===== config.mk =====
export PLATFORM = sky130hd
export DESIGN_NAME = uart_frame_transmitter_flat
export DESIGN_NICKNAME = d
export VERILOG_FILES = /design/src/rtl/uart_tx_if.sv /design/src/rtl/uart_frame_transmitter.sv /design/src/flat_wrapper.sv
export SDC_FILE = /design/constraint.sdc
export NUM_CORES = 1
export LEC_CHECK = 0
export ABC_AREA = 1
export CORE_MARGIN = 1
export CORE_UTILIZATION = 45
export CTS_CLUSTER_SIZE = 30
export DETAILED_ROUTE_END_ITERATION = 16
export GPL_ROUTABILITY_DRIVEN = 0
export GPL_TIMING_DRIVEN = 0
export PLACE_DENSITY = 0.62
export SYNTH_ARGS = -nofsm -noshare
export SYNTH_HDL_FRONTEND = slang
export SYNTH_SLANG_ARGS = --single-unit

===== constraint.sdc =====
create_clock -name clk -period 1.6 [get_ports clk]
set_input_delay 0.32 -clock clk [delete_from_list [all_inputs] [get_ports clk]]
set_output_delay 0.32 -clock clk [all_outputs]
set_load 0.03 [all_outputs]

===== src/rtl/uart_tx_if.sv =====
// Handshake and serial-line bundle between a byte producer and uart_frame_transmitter.
interface uart_tx_if #(
    parameter int unsigned DATA_BITS = 8
);
    logic [DATA_BITS-1:0] data;
    logic                 send;
    logic                 ready;
    logic                 busy;
    logic                 done;
    logic                 tx_o;

    modport master (
        output data,
        output send,
        input  ready,
        input  busy,
        input  done,
        input  tx_o
    );

    modport slave (
        input  data,
        input  send,
        output ready,
        output busy,
        output done,
        output tx_o
    );
endinterface


===== src/rtl/uart_frame_transmitter.sv =====
// Self-timed UART transmitter: internal baud counter, one-deep holding register,
// optional parity and one or two stop bits. Frames chain with no idle gap.
module uart_frame_transmitter #(
    parameter int unsigned CLKS_PER_BIT = 868,
    parameter int unsigned DATA_BITS    = 8,
    parameter int unsigned PARITY_EN    = 0,
    parameter int unsigned PARITY_ODD   = 0,
    parameter int unsigned STOP_BITS    = 1
) (
    input logic      clk,
    input logic      reset,
    uart_tx_if.slave bus
);
    localparam int unsigned BaudW = $clog2(CLKS_PER_BIT);
    localparam int unsigned IdxW  = (DATA_BITS > 1) ? $clog2(DATA_BITS) : 1;

    localparam logic [BaudW-1:0] BaudLast = BaudW'(CLKS_PER_BIT - 1);
    localparam logic [IdxW-1:0]  IdxLast  = IdxW'(DATA_BITS - 1);
    localparam logic             StopLast = (STOP_BITS == 2);
    localparam logic             ParEn    = (PARITY_EN != 0);
    localparam logic             ParOdd   = (PARITY_ODD != 0);

    typedef enum logic [2:0] {
        sIdle,
        sStart,
        sData,
        sParity,
        sStop
    } state_e;

    state_e               state_q, state_d;
    logic [BaudW-1:0]     baud_q, baud_d;
    logic [IdxW-1:0]      idx_q, idx_d;
    logic                 stop_q, stop_d;
    logic [DATA_BITS-1:0] shift_q, shift_d;
    logic                 parity_q, parity_d;
    logic [DATA_BITS-1:0] hold_q, hold_d;
    logic                 hold_full_q, hold_full_d;
    logic                 tx_q, tx_d;
    logic                 busy_q, busy_d;
    logic                 done_q, done_d;

    logic bit_end;
    logic load;
    logic accept;

    assign bit_end = (baud_q == BaudLast);
    assign accept  = bus.send && !hold_full_q;

    always_comb begin
        state_d     = state_q;
        baud_d      = baud_q;
        idx_d       = idx_q;
        stop_d      = stop_q;
        shift_d     = shift_q;
        parity_d    = parity_q;
        hold_d      = hold_q;
        hold_full_d = hold_full_q;
        done_d      = 1'b0;
        load        = 1'b0;

        unique case (state_q)
            sIdle: begin
                load = hold_full_q;
            end
            sStart: begin
                if (bit_end) begin
                    state_d = sData;
                    baud_d  = '0;
                    idx_d   = '0;
                end else begin
                    baud_d = baud_q + 1'b1;
                end
            end
            sData: begin
                if (bit_end) begin
                    baud_d  = '0;
                    shift_d = shift_q >> 1;
                    if (idx_q == IdxLast) begin
                        state_d = ParEn ? sParity : sStop;
                        stop_d  = 1'b0;
                    end else begin
                        idx_d = idx_q + 1'b1;
                    end
                end else begin
                    baud_d = baud_q + 1'b1;
                end
            end
            sParity: begin
                if (bit_end) begin
                    state_d = sStop;
                    baud_d  = '0;
                    stop_d  = 1'b0;
                end else begin
                    baud_d = baud_q + 1'b1;
                end
            end
            sStop: begin
                if (bit_end) begin
                    baud_d = '0;
                    if (stop_q == StopLast) begin
                        done_d  = 1'b1;
                        state_d = sIdle;
                        // A queued byte starts straight after the stop bit, no idle gap.
                        load    = hold_full_q;
                    end else begin
                        stop_d = 1'b1;
                    end
                end else begin
                    baud_d = baud_q + 1'b1;
                end
            end
            default: begin
                state_d = sIdle;
            end
        endcase

        if (load) begin
            state_d     = sStart;
            baud_d      = '0;
            shift_d     = hold_q;
            parity_d    = (^hold_q) ^ ParOdd;
            hold_full_d = 1'b0;
        end

        // load needs a full holding register, accept an empty one: never both.
        if (accept) begin
            hold_d      = bus.data;
            hold_full_d = 1'b1;
        end
    end

    always_comb begin
        tx_d = 1'b1;
        unique case (state_d)
            sIdle:   tx_d = 1'b1;
            sStart:  tx_d = 1'b0;
            sData:   tx_d = shift_d[0];
            sParity: tx_d = parity_d;
            sStop:   tx_d = 1'b1;
            default: tx_d = 1'b1;
        endcase
        busy_d = (state_d != sIdle) || hold_full_d;
    end

    always_ff @(posedge clk) begin
        if (reset) begin
            state_q     <= sIdle;
            baud_q      <= '0;
            idx_q       <= '0;
            stop_q      <= 1'b0;
            shift_q     <= '0;
            parity_q    <= 1'b0;
            hold_q      <= '0;
            hold_full_q <= 1'b0;
            tx_q        <= 1'b1;
            busy_q      <= 1'b0;
            done_q      <= 1'b0;
        end else begin
            state_q     <= state_d;
            baud_q      <= baud_d;
            idx_q       <= idx_d;
            stop_q      <= stop_d;
            shift_q     <= shift_d;
            parity_q    <= parity_d;
            hold_q      <= hold_d;
            hold_full_q <= hold_full_d;
            tx_q        <= tx_d;
            busy_q      <= busy_d;
            done_q      <= done_d;
        end
    end

    assign bus.ready = !hold_full_q;
    assign bus.busy  = busy_q;
    assign bus.done  = done_q;
    assign bus.tx_o  = tx_q;
endmodule


===== src/flat_wrapper.sv =====
// flat-port wrapper written by rule: the top's interface ports become plain ports
module uart_frame_transmitter_flat 
#(
    parameter int unsigned CLKS_PER_BIT = 868,
    parameter int unsigned DATA_BITS    = 8,
    parameter int unsigned PARITY_EN    = 0,
    parameter int unsigned PARITY_ODD   = 0,
    parameter int unsigned STOP_BITS    = 1
)
  (clk, reset, bus_data, bus_send, bus_ready, bus_busy, bus_done, bus_tx_o);
  uart_tx_if #(.DATA_BITS(DATA_BITS)) bus_i ();
  input logic clk;
  input logic reset;
  input wire logic [$bits(bus_i.data)-1:0] bus_data;
  input wire logic [$bits(bus_i.send)-1:0] bus_send;
  output wire logic [$bits(bus_i.ready)-1:0] bus_ready;
  output wire logic [$bits(bus_i.busy)-1:0] bus_busy;
  output wire logic [$bits(bus_i.done)-1:0] bus_done;
  output wire logic [$bits(bus_i.tx_o)-1:0] bus_tx_o;
  assign bus_i.data = bus_data;
  assign bus_i.send = bus_send;
  assign bus_ready = bus_i.ready;
  assign bus_busy = bus_i.busy;
  assign bus_done = bus_i.done;
  assign bus_tx_o = bus_i.tx_o;
  uart_frame_transmitter #(.CLKS_PER_BIT(CLKS_PER_BIT), .DATA_BITS(DATA_BITS), .PARITY_EN(PARITY_EN), .PARITY_ODD(PARITY_ODD), .STOP_BITS(STOP_BITS)) u_core (.clk(clk), .reset(reset), .bus(bus_i));
endmodule

==> metrics.cfg <==
[outcome]
status = complete, no violations

[detailed_routing]
ant_nets = 0
drt_pre_antenna_iters = 4
drt-vias-per-instance = 4.91
drt_wl_total_mm = 4.29
drcViolationCount = 0
first_iter_violations = 38
wire_per_inst_um = 11.0
vias = 1909

[run]
maxCapViolations = 0

[sta]
finalHoldViolCount = 0
finalCriticalPeriod_ns = 1.52
worstMarginPinSlew_ns = 0.514
rsz0062_at_grt = false
setup-violations-final = 0
finalMaxSlewViolations = 0
clock.fmax_mhz = 658
period_share_pct = 95.0
finClkSkew_ns = 0.00556
slew_headroom_pct = 65.7

[worst_setup_path]
required_ns = 1.82
start_kind = register
critPathMaxFanout = 10
path_class = register to register
crit_top_cell = nand2_4
cp_data_arrival_time_ns = 1.74
crit_chain = ha_4 -> inv_2 -> nor2_8 -> nand4_4 -> nand2_4 -> nand2_4 -> nand2_4 -> nor2_2 -> inv_1 -> a21oi_1
cpMaxStageDelayCell = dfxtp_4
critPathCaptureType = register
crit_path_max_incr_delay_ns = 0.36

[floorplanning]
core_mm2 = 0.00435
rows = 24
top_level_ports = 15
dieArea_mm2 = 0.00479
die_w_um = 69.2
die_y_um = 69.2
start_util_pct = 46.7

[synthesis]
synthesis.area_mm2 = 0.00203
synthArstFlopShare_pct = 0
synthFlopType = dfxtp_1
synth.distinct_cells = 31
synth_area_per_cell_um2 = 6.51
synthCells = 312
synth_warnings = 0
yosys_register_bits = 37
synth_edf_count = 0
ys_seq_area_share_pct = 36.5
synthesis.nets = 326

[global_route]
grt-ovfl-total = 0
antenna_found_initial = 0
grt_pass1_wl_mm = 7.62
grt_usage_pct = 19.6
grt_pass1_vias = 1862
grt_start_max_net_pins = 13

[place]
dp_hpwl_mm = 3.23
io_buffers = 14
place_area_mm2 = 0.00224

[clocking]
numCtsBuffers = 5
cts_hold_buf = 0
clkLatencyLatePin_ns = 0.29
cts_tree = yes
clk_pin_slew_ns = 0.08
cts.path.max_buffers = 2
cts_root_buf = clkbuf_8
cts_sinks = 37
htree_num_levels = 2

[cells_and_area]
area_growth_pct = 21.5
postLayoutCoreUtil_pct = 56.7
n_antenna_cell = 0
design_area_mm2 = 0.00247
drive_above_1_share_pct = 14.8
nets = 350

[hold_path]
hp-class = register to register

[power]
peakVddDrop_mv = 0.649
cellPowerDensity_mw_per_mm2 = 986
leakagePower_nw = 1.18

## layer usage
metal	share of wire (%)	vias up	track usage, %	wire length [um]
met5	0	-	0	0
met4	2.3	0	8.16	97
met3	2.3	7	4.36	97
met2	51	19	36.4	2200
met1	44	845	21.2	1890
li1	-	1038	-	-
## stage by stage
stage / total power [mW] / worst slack, ns / TNS [ns] / hold WS, ns / std cells
5_1_grt: 2.56 / 0.00163 / 0 / 0.509 / 389
3_3_place_gp: 1.47 / -0.199 / -2.17 / 0.465 / 378
2_1_floorplan: 1.36 / 0.122 / 0 / 0.390 / 312
6_report: 2.43 / 0.0803 / 0 / 0.485 / 389
3_5_place_dp: 1.48 / -0.208 / -2.50 / 0.474 / 378
4_1_cts: 2.46 / 0.00559 / 0 / 0.492 / 388
## registers in the layout, indices dropped and copies added, names as in the netlist
signal,flops
u_core.baud_q,10
u_core.bus.busy,1
u_core.bus.done,1
u_core.bus.tx_o,1
u_core.hold_full_q,1
u_core.hold_q,8
u_core.idx_q,3
u_core.parity_q,1
u_core.shift_q,8
u_core.state_q,3
## power by group
group | total (mW) | internal, mW | switching (mW)
logic | 0.436 | 0.166 | 0.271
clock network | 0.970 | 0.619 | 0.351
registers | 1.03 | 0.985 | 0.0422
total | 2.43 | 1.77 | 0.663
## cells by family (layout without fill, tap and decap cells)
family                   Yosys count  after routing  synth area share (%)
AND/OR/NAND/NOR                  174            174                  39.9
buffers and inverters             52             77                  9.98
AO/OA/AOI/OAI                     45             45                  11.4
flip-flops                        37             37                  36.5
adder cells (fa/ha/maj)            3              3                  1.85
XOR/XNOR                           1              1                 0.431
## cells in the final DEF (no fill, tap or decap), drive strengths merged
cell type	count
and3	1
nand2	94
dfxtp	37
a31oi	1
nor2	45
clkbuf	7
nor3	6
dlygate4sd2	1
or2	1
xnor2	1
clkdlybuf4s50	10
ha	3
o21bai	1
o21ai	17
bufinv	2
nand3	15
dlymetal6s2s	3
nand4	8
buf	5
nor4	1
inv	48
nor3b	3
a21boi	1
clkinv	1
a21oi	25
## worst max-delay path: cells and delay by family (launching register included)
family	cells	cell delay, ns
simple gates	6	0.60
flops	1	0.36
buf+inv	2	0.20
fa+ha+maj	1	0.17
compound gates	1	0.11
## path summary, 6_finish.rpt
kind / end / from / slack [ns] / cells after the start
min reg2reg: u_core.hold_q[6]$_SDFFE_PP0P_ / u_core.hold_q[6]$_SDFFE_PP0P_ / 0.49 / 2
max reg2reg: u_core.baud_q[0]$_SDFFE_PP0P_ / u_core.baud_q[1]$_SDFFE_PP0P_ / 0.08 / 10
min: u_core.hold_q[6]$_SDFFE_PP0P_ / u_core.hold_q[6]$_SDFFE_PP0P_ / 0.49 / 2
max: u_core.baud_q[0]$_SDFFE_PP0P_ / u_core.baud_q[1]$_SDFFE_PP0P_ / 0.08 / 10
## cells in the mapped netlist (all sizes together) (3+ instances only)
master / n / share of area [%]
nor3: 6 / 1.5
ha: 3 / 1.8
dfxtp: 37 / 36
buf: 3 / 0.92
o21ai: 17 / 4.2
nand2: 94 / 19
nand4: 8 / 3.5
nor3b: 3 / 1.6
inv: 48 / 8.9
nor2: 45 / 9.4
nand3: 15 / 4.2
a21oi: 25 / 6.2
## layout make-up
| cell class | count | area, um^2 |
|---|---|---|
| clock buffers | 5 | 68.8 |
| inverters | 48 | 180 |
| flip-flops and latches | 37 | 749 |
| clock inverters | 3 | 65.1 |
| fillers | 443 | 1890 |
| well taps | 52 | 65.1 |
| repair buffers | 17 | 169 |
| plain buffers | 4 | 23.8 |
| multi-input cells | 223 | 1150 |
## repair_timing
action | CTS | global route
endpoints found under the setup margin | 25 | 24
setup buffers | 2 | 1
gates cloned | 0 | 0
gates resized for setup | 4 | 25
pin swaps | 1 | 1
No activity file was read; power rests on OpenSTA's default activity.
